==> src/rtl/alorium_lfsr_arb_pkg.sv <==
// Shared types and constants for the LFSR arbiter/sequencer.
package alorium_lfsr_arb_pkg;

    localparam int STEPS_W  = 3;
    localparam int SEED_W   = 8;
    localparam int NREQ_MAX = 8;
    localparam int PTR_W    = $clog2(NREQ_MAX);

    typedef enum logic [1:0] {
        IDLE = 2'd0,
        STEP = 2'd1,
        RESP = 2'd2
    } arb_state_t;

    // Round-robin successor of the owner, wrapping at the configured requester count.
    function automatic logic [PTR_W-1:0] next_ptr(input logic [PTR_W-1:0] owner, input int nreq);
        return (int'(owner) == nreq - 1) ? '0 : owner + 1'b1;
    endfunction

endpackage

==> src/rtl/alorium_rr_pick.sv <==
// Combinational round-robin picker: first request at or after ptr, wrapping modulo NREQ.
module alorium_rr_pick
    import alorium_lfsr_arb_pkg::*;
#(
    parameter int NREQ = 4
) (
    input  logic [NREQ-1:0]  req,
    input  logic [PTR_W-1:0] ptr,
    output logic [NREQ-1:0]  onehot,
    output logic [PTR_W-1:0] idx,
    output logic             found
);

    // Outer loop walks priority order; inner loop keeps every bit select constant.
    always_comb begin
        onehot = '0;
        idx    = '0;
        found  = 1'b0;
        for (int off = 0; off < NREQ; off++) begin
            for (int j = 0; j < NREQ; j++) begin
                if (!found && req[j] && (j == (int'(ptr) + off) % NREQ)) begin
                    found     = 1'b1;
                    idx       = PTR_W'(j);
                    onehot[j] = 1'b1;
                end
            end
        end
    end

endmodule

==> src/rtl/alorium_lfsr_arb.sv <==
// Round-robin arbiter that sequences step/reseed operations on one shared LFSR.
module alorium_lfsr_arb
    import alorium_lfsr_arb_pkg::*;
#(
    parameter int NREQ = 4
) (
    input  logic                     clk,
    input  logic                     reset_n,
    input  logic                     arb_en,
    input  logic [NREQ-1:0]          req,
    input  logic [NREQ-1:0]          req_reseed,
    input  logic [NREQ*SEED_W-1:0]   req_seed,
    input  logic [NREQ*STEPS_W-1:0]  req_steps,
    output logic [NREQ-1:0]          grant,
    output logic [NREQ-1:0]          rsp_valid,
    output logic [7:0]               rsp_data,
    output logic                     busy,
    output logic                     lfsr_new_seed,
    output logic                     lfsr_enable,
    output logic [7:0]               lfsr_seed,
    input  logic [7:0]               lfsr_data
);

    arb_state_t         state;
    logic [PTR_W-1:0]   ptr;
    logic [PTR_W-1:0]   owner;
    logic               op_reseed;
    logic [STEPS_W-1:0] cnt;

    logic [NREQ-1:0]    pick_onehot;
    logic [PTR_W-1:0]   pick_idx;
    logic               pick_found;
    logic               pick_reseed;
    logic [SEED_W-1:0]  pick_seed;
    logic [STEPS_W-1:0] pick_steps;

    alorium_rr_pick #(.NREQ(NREQ)) u_pick (
        .req    (req),
        .ptr    (ptr),
        .onehot (pick_onehot),
        .idx    (pick_idx),
        .found  (pick_found)
    );

    always_comb begin
        pick_reseed = |(req_reseed & pick_onehot);
        pick_seed   = '0;
        pick_steps  = '0;
        for (int j = 0; j < NREQ; j++) begin
            if (pick_onehot[j]) begin
                pick_seed  = req_seed[j*SEED_W +: SEED_W];
                pick_steps = req_steps[j*STEPS_W +: STEPS_W];
            end
        end
    end

    // Outputs are set on the transition into each state so they come straight from flops.
    always_ff @(posedge clk) begin
        if (!reset_n) begin
            state         <= IDLE;
            ptr           <= '0;
            owner         <= '0;
            op_reseed     <= 1'b0;
            cnt           <= '0;
            lfsr_seed     <= '0;
            grant         <= '0;
            rsp_valid     <= '0;
            busy          <= 1'b0;
            lfsr_new_seed <= 1'b0;
            lfsr_enable   <= 1'b0;
        end else begin
            case (state)
                IDLE: begin
                    if (arb_en && pick_found) begin
                        owner         <= pick_idx;
                        op_reseed     <= pick_reseed;
                        lfsr_seed     <= pick_seed;
                        cnt           <= pick_steps;
                        grant         <= pick_onehot;
                        busy          <= 1'b1;
                        lfsr_new_seed <= pick_reseed;
                        lfsr_enable   <= !pick_reseed;
                        state         <= STEP;
                    end
                end
                STEP: begin
                    if (op_reseed || cnt == '0) begin
                        lfsr_new_seed <= 1'b0;
                        lfsr_enable   <= 1'b0;
                        rsp_valid     <= grant;
                        state         <= RESP;
                    end else begin
                        cnt <= cnt - 1'b1;
                    end
                end
                RESP: begin
                    ptr       <= next_ptr(owner, NREQ);
                    grant     <= '0;
                    rsp_valid <= '0;
                    busy      <= 1'b0;
                    state     <= IDLE;
                end
                default: state <= IDLE;
            endcase
        end
    end

    assign rsp_data = (state == RESP) ? lfsr_data : '0;

endmodule

==> config.mk <==
export PLATFORM = sky130hd
export DESIGN_NAME = alorium_lfsr_arb
export DESIGN_NICKNAME = d
export VERILOG_FILES = /design/src/rtl/alorium_lfsr_arb_pkg.sv /design/src/rtl/alorium_rr_pick.sv /design/src/rtl/alorium_lfsr_arb.sv
export SDC_FILE = /design/constraint.sdc
export NUM_CORES = 1
export LEC_CHECK = 0
export CORE_MARGIN = 2
export CORE_UTILIZATION = 40
export CTS_CLUSTER_SIZE = 28
export DETAILED_ROUTE_END_ITERATION = 8
export GPL_TIMING_DRIVEN = 0
export PLACE_DENSITY_LB_ADDON = 0.2
export SYNTH_ARGS = -nofsm -noshare
export SYNTH_HDL_FRONTEND = slang
export SYNTH_SLANG_ARGS = --single-unit
==> constraint.sdc <==
create_clock -name clk -period 5.4 [get_ports clk]
set_input_delay 1.08 -clock clk [delete_from_list [all_inputs] [get_ports clk]]
set_output_delay 1.08 -clock clk [all_outputs]
set_load 0.05 [all_outputs]
==> impl_metrics.yaml <==
worst_setup_path:
  r2r_end: "lfsr_new_seed"
  rr_startpoint: "cnt[0]"
  startpoint: "lfsr_data[4]"
  critPathCaptureType: "output pin"
  endpoint: "rsp_data[4]"
  crit_required_ps: 4320
  reg2reg_depth: 6
  reg2reg_slack_ps: 3340
  crit_arrival_ps: 2440
  startpoint_type: "primary input"
  crit_type: "in -> out"
  cp_max_fo: 1
timing:
  rsz0062_at_grt: "no"
  slew_headroom: 0.430
  period_share: 0.652
  tns_ps: 0
  finalSetupViolCount: 0
  setup_slack_ps: 1880
  fin_crit_ps: 3520
  hold_viol_final: 0
  fin_skew_ps: 6.39
  max_freq_ghz: 0.284
  drv_slew: 0
  worst_pin_slew_ps: 846
route:
  avgRoutedWirePerCell_um: 15.0
  drt_iter0_drc: 134
  vias_per_cell: 5.54
  via_count: 1921
  wl_mm: 5.22
  drtPass1Iterations: 5
  postRouteAntennaNets: 0
  drcViolationCount: 0
synthesis:
  synth_top_family_by_area: "compound AO/OA/AOI/OAI gates"
  async_flop_share: 0
  ys_ff_latch: 29
  synthSimpleGateAreaFrac: 0.225
  ys_types: 42
  ys.flop_type: "dfxtp_1"
  synth_top_area_cell: "dfxtp_1"
  ys_seq_area_frac: 0.351
  synthMuxAreaShare: 0
  netlist.area_leader.share: 0.351
  synth_area_leaders: "dfxtp_1, o21ai_0, a21oi_1"
  yosysWarnings: 0
  synth_cells: 201
  synth-edff-count: 0
  synth_compound_area_frac: 0.344
  yosys.area_share.adder: 0.0227
  avgSynthCellArea_um2: 8.24
  synth-xor-area-share: 0
  mappedNetlistArea_mm2: 0.00166
  synth_nets: 267
floorplanning:
  rows: 23
  ioPinCount: 90
  die_h_um: 68.3
  die_w_um: 68.3
  coreArea_mm2: 0.00400
  dieArea_mm2: 0.00467
  start_util: 0.414
worst_hold_path:
  hold_class: "reg -> reg"
  hold_start: "rsp_valid[0]"
finish:
  most-common-layout-cells: "clkdlybuf4s50_1, dfxtp_1, o21ai_0, a21oi_1, nand2_1"
  antenna_cells: 0
  area_growth_pct: 63.9
  num-nets-final: 362
  drive_above_1_share: 0.0808
  fin_util: 0.678
  mostFrequentLayoutCell: "clkdlybuf4s50_1"
run:
  drv_cap: 0
place:
  dp_hpwl_mm: 3.85
  dpl_worst_slack_ps: 1870
  gp_congestion: 0.761
  portBuffers: 88
clock_network:
  root_buffer: "clkbuf_8"
  post_cts.repair.setup_buffers: 0
  cts_buffers: 5
  clock_path_buffers: 2
  tritoncts: "yes"
  clk_latency_ps: 270
  clk_pin_slew_ps: 70
  htreeDepth: 2
  cts_resized: 0
  clkSinkCount: 29
  holdBufCountCts: 0
global_routing:
  grt_pass1_vias: 1720
  grt_pass1_wl_mm: 8.02
  track_usage: 0.228
  grt_overflow_total: 0
  grt_max_degree: 12
  grt_antenna_before_repair: 0
pwr:
  power_density_mw_per_mm2: 269
  swShare: 0.335
  p_switching_w: 0.000245
  p_int_w: 0.000486
  ir_worst_vdd_v: 0.000228
  sequentialPowerShare: 0.341
  combPwrFrac: 0.348
  pwr-share-clk: 0.311
  leakage_nw: 0.982
run_status:
  status: "complete, no violations"
==> Yosys cell counts (all sizes together), types with 8 or more instances <==
master	n
a22oi	8
a21oi	14
dfxtp	29
nand2	12
nand3	8
o21ai	19
and2	10
buf	8
o32ai	8
a211oi	8
nor2	11
or3	9
==> worst max-delay path, cell delays in order <==
cell	delay [ps]
clkdlybuf4s50_1	440
and2_1	110
clkdlybuf4s50_1	810
==> worst min-delay path by stage <==
stage / end / slack [ps] / cells after the start
2_1_floorplan: owner[1] / 480 / 2
3_3_place_gp: busy / 450 / 2
3_5_place_dp: rsp_valid[2] / 460 / 2
4_1_cts: rsp_valid[0] / 470 / 2
5_1_grt: rsp_valid[2] / 490 / 2
6_report: rsp_valid[0] / 470 / 2
==> power groups by stage <==
stage / clock network [W] / logic [W] / registers [W]
after global placement: 0 / 0.000249 / 0.000253
final: 0.000228 / 0.000254 / 0.000249
after detailed placement: 0 / 0.000252 / 0.000253
after floorplan: 0 / 0.000109 / 0.000294
after CTS: 0.000229 / 0.000254 / 0.000249
after global routing: 0.000241 / 0.000274 / 0.000252
==> metal layers <==
metal | vias to the layer above | routed length (um) | track usage
met1 | 897 | 2290 | 0.288
met2 | 66 | 2540 | 0.402
li1 | 956 | - | -
met4 | 0 | 17 | 0.0300
met3 | 2 | 367 | 0.0559
met5 | - | 0 | 0
==> cell type report <==
class	count	area, um^2
Buffer	15	72.6
Inverter	6	22.5
Clock inverter	3	46.3
Clock buffer	5	68.8
Sequential cell	29	581
Tap cell	50	62.6
Fill cell	343	1290
Timing Repair Buffer	88	881
Multi-Input combinational cell	151	980
==> kinds of logic after synthesis <==
logic type / after synthesis
AOI/OAI and AO/OA: 78
DFF: 29
adders and majority gates: 3
buffers and inverters: 21
and+or+nand+nor: 70
==> registers in the layout, summed over array words and instances, names as in the netlist, 2 cells and up <==
name / flops
ptr: 2
owner: 2
grant: 4
lfsr_seed: 8
state: 2
cnt: 3
rsp_valid: 4
==> through the flow <==
| step | hold slack [ps] | power [W] | area [um^2] | instances |
|---|---|---|---|---|
| 4_1_cts | 472 | 0.000732 | 2710 | 347 |
| 3_3_place_gp | 449 | 0.000502 | 2600 | 339 |
| 2_1_floorplan | 482 | 0.000402 | 1660 | 201 |
| 6_report | 468 | 0.000731 | 2710 | 347 |
| 5_1_grt | 493 | 0.000767 | 2710 | 347 |
| 3_5_place_dp | 461 | 0.000505 | 2600 | 339 |
Power figures use the tool's default switching activity.
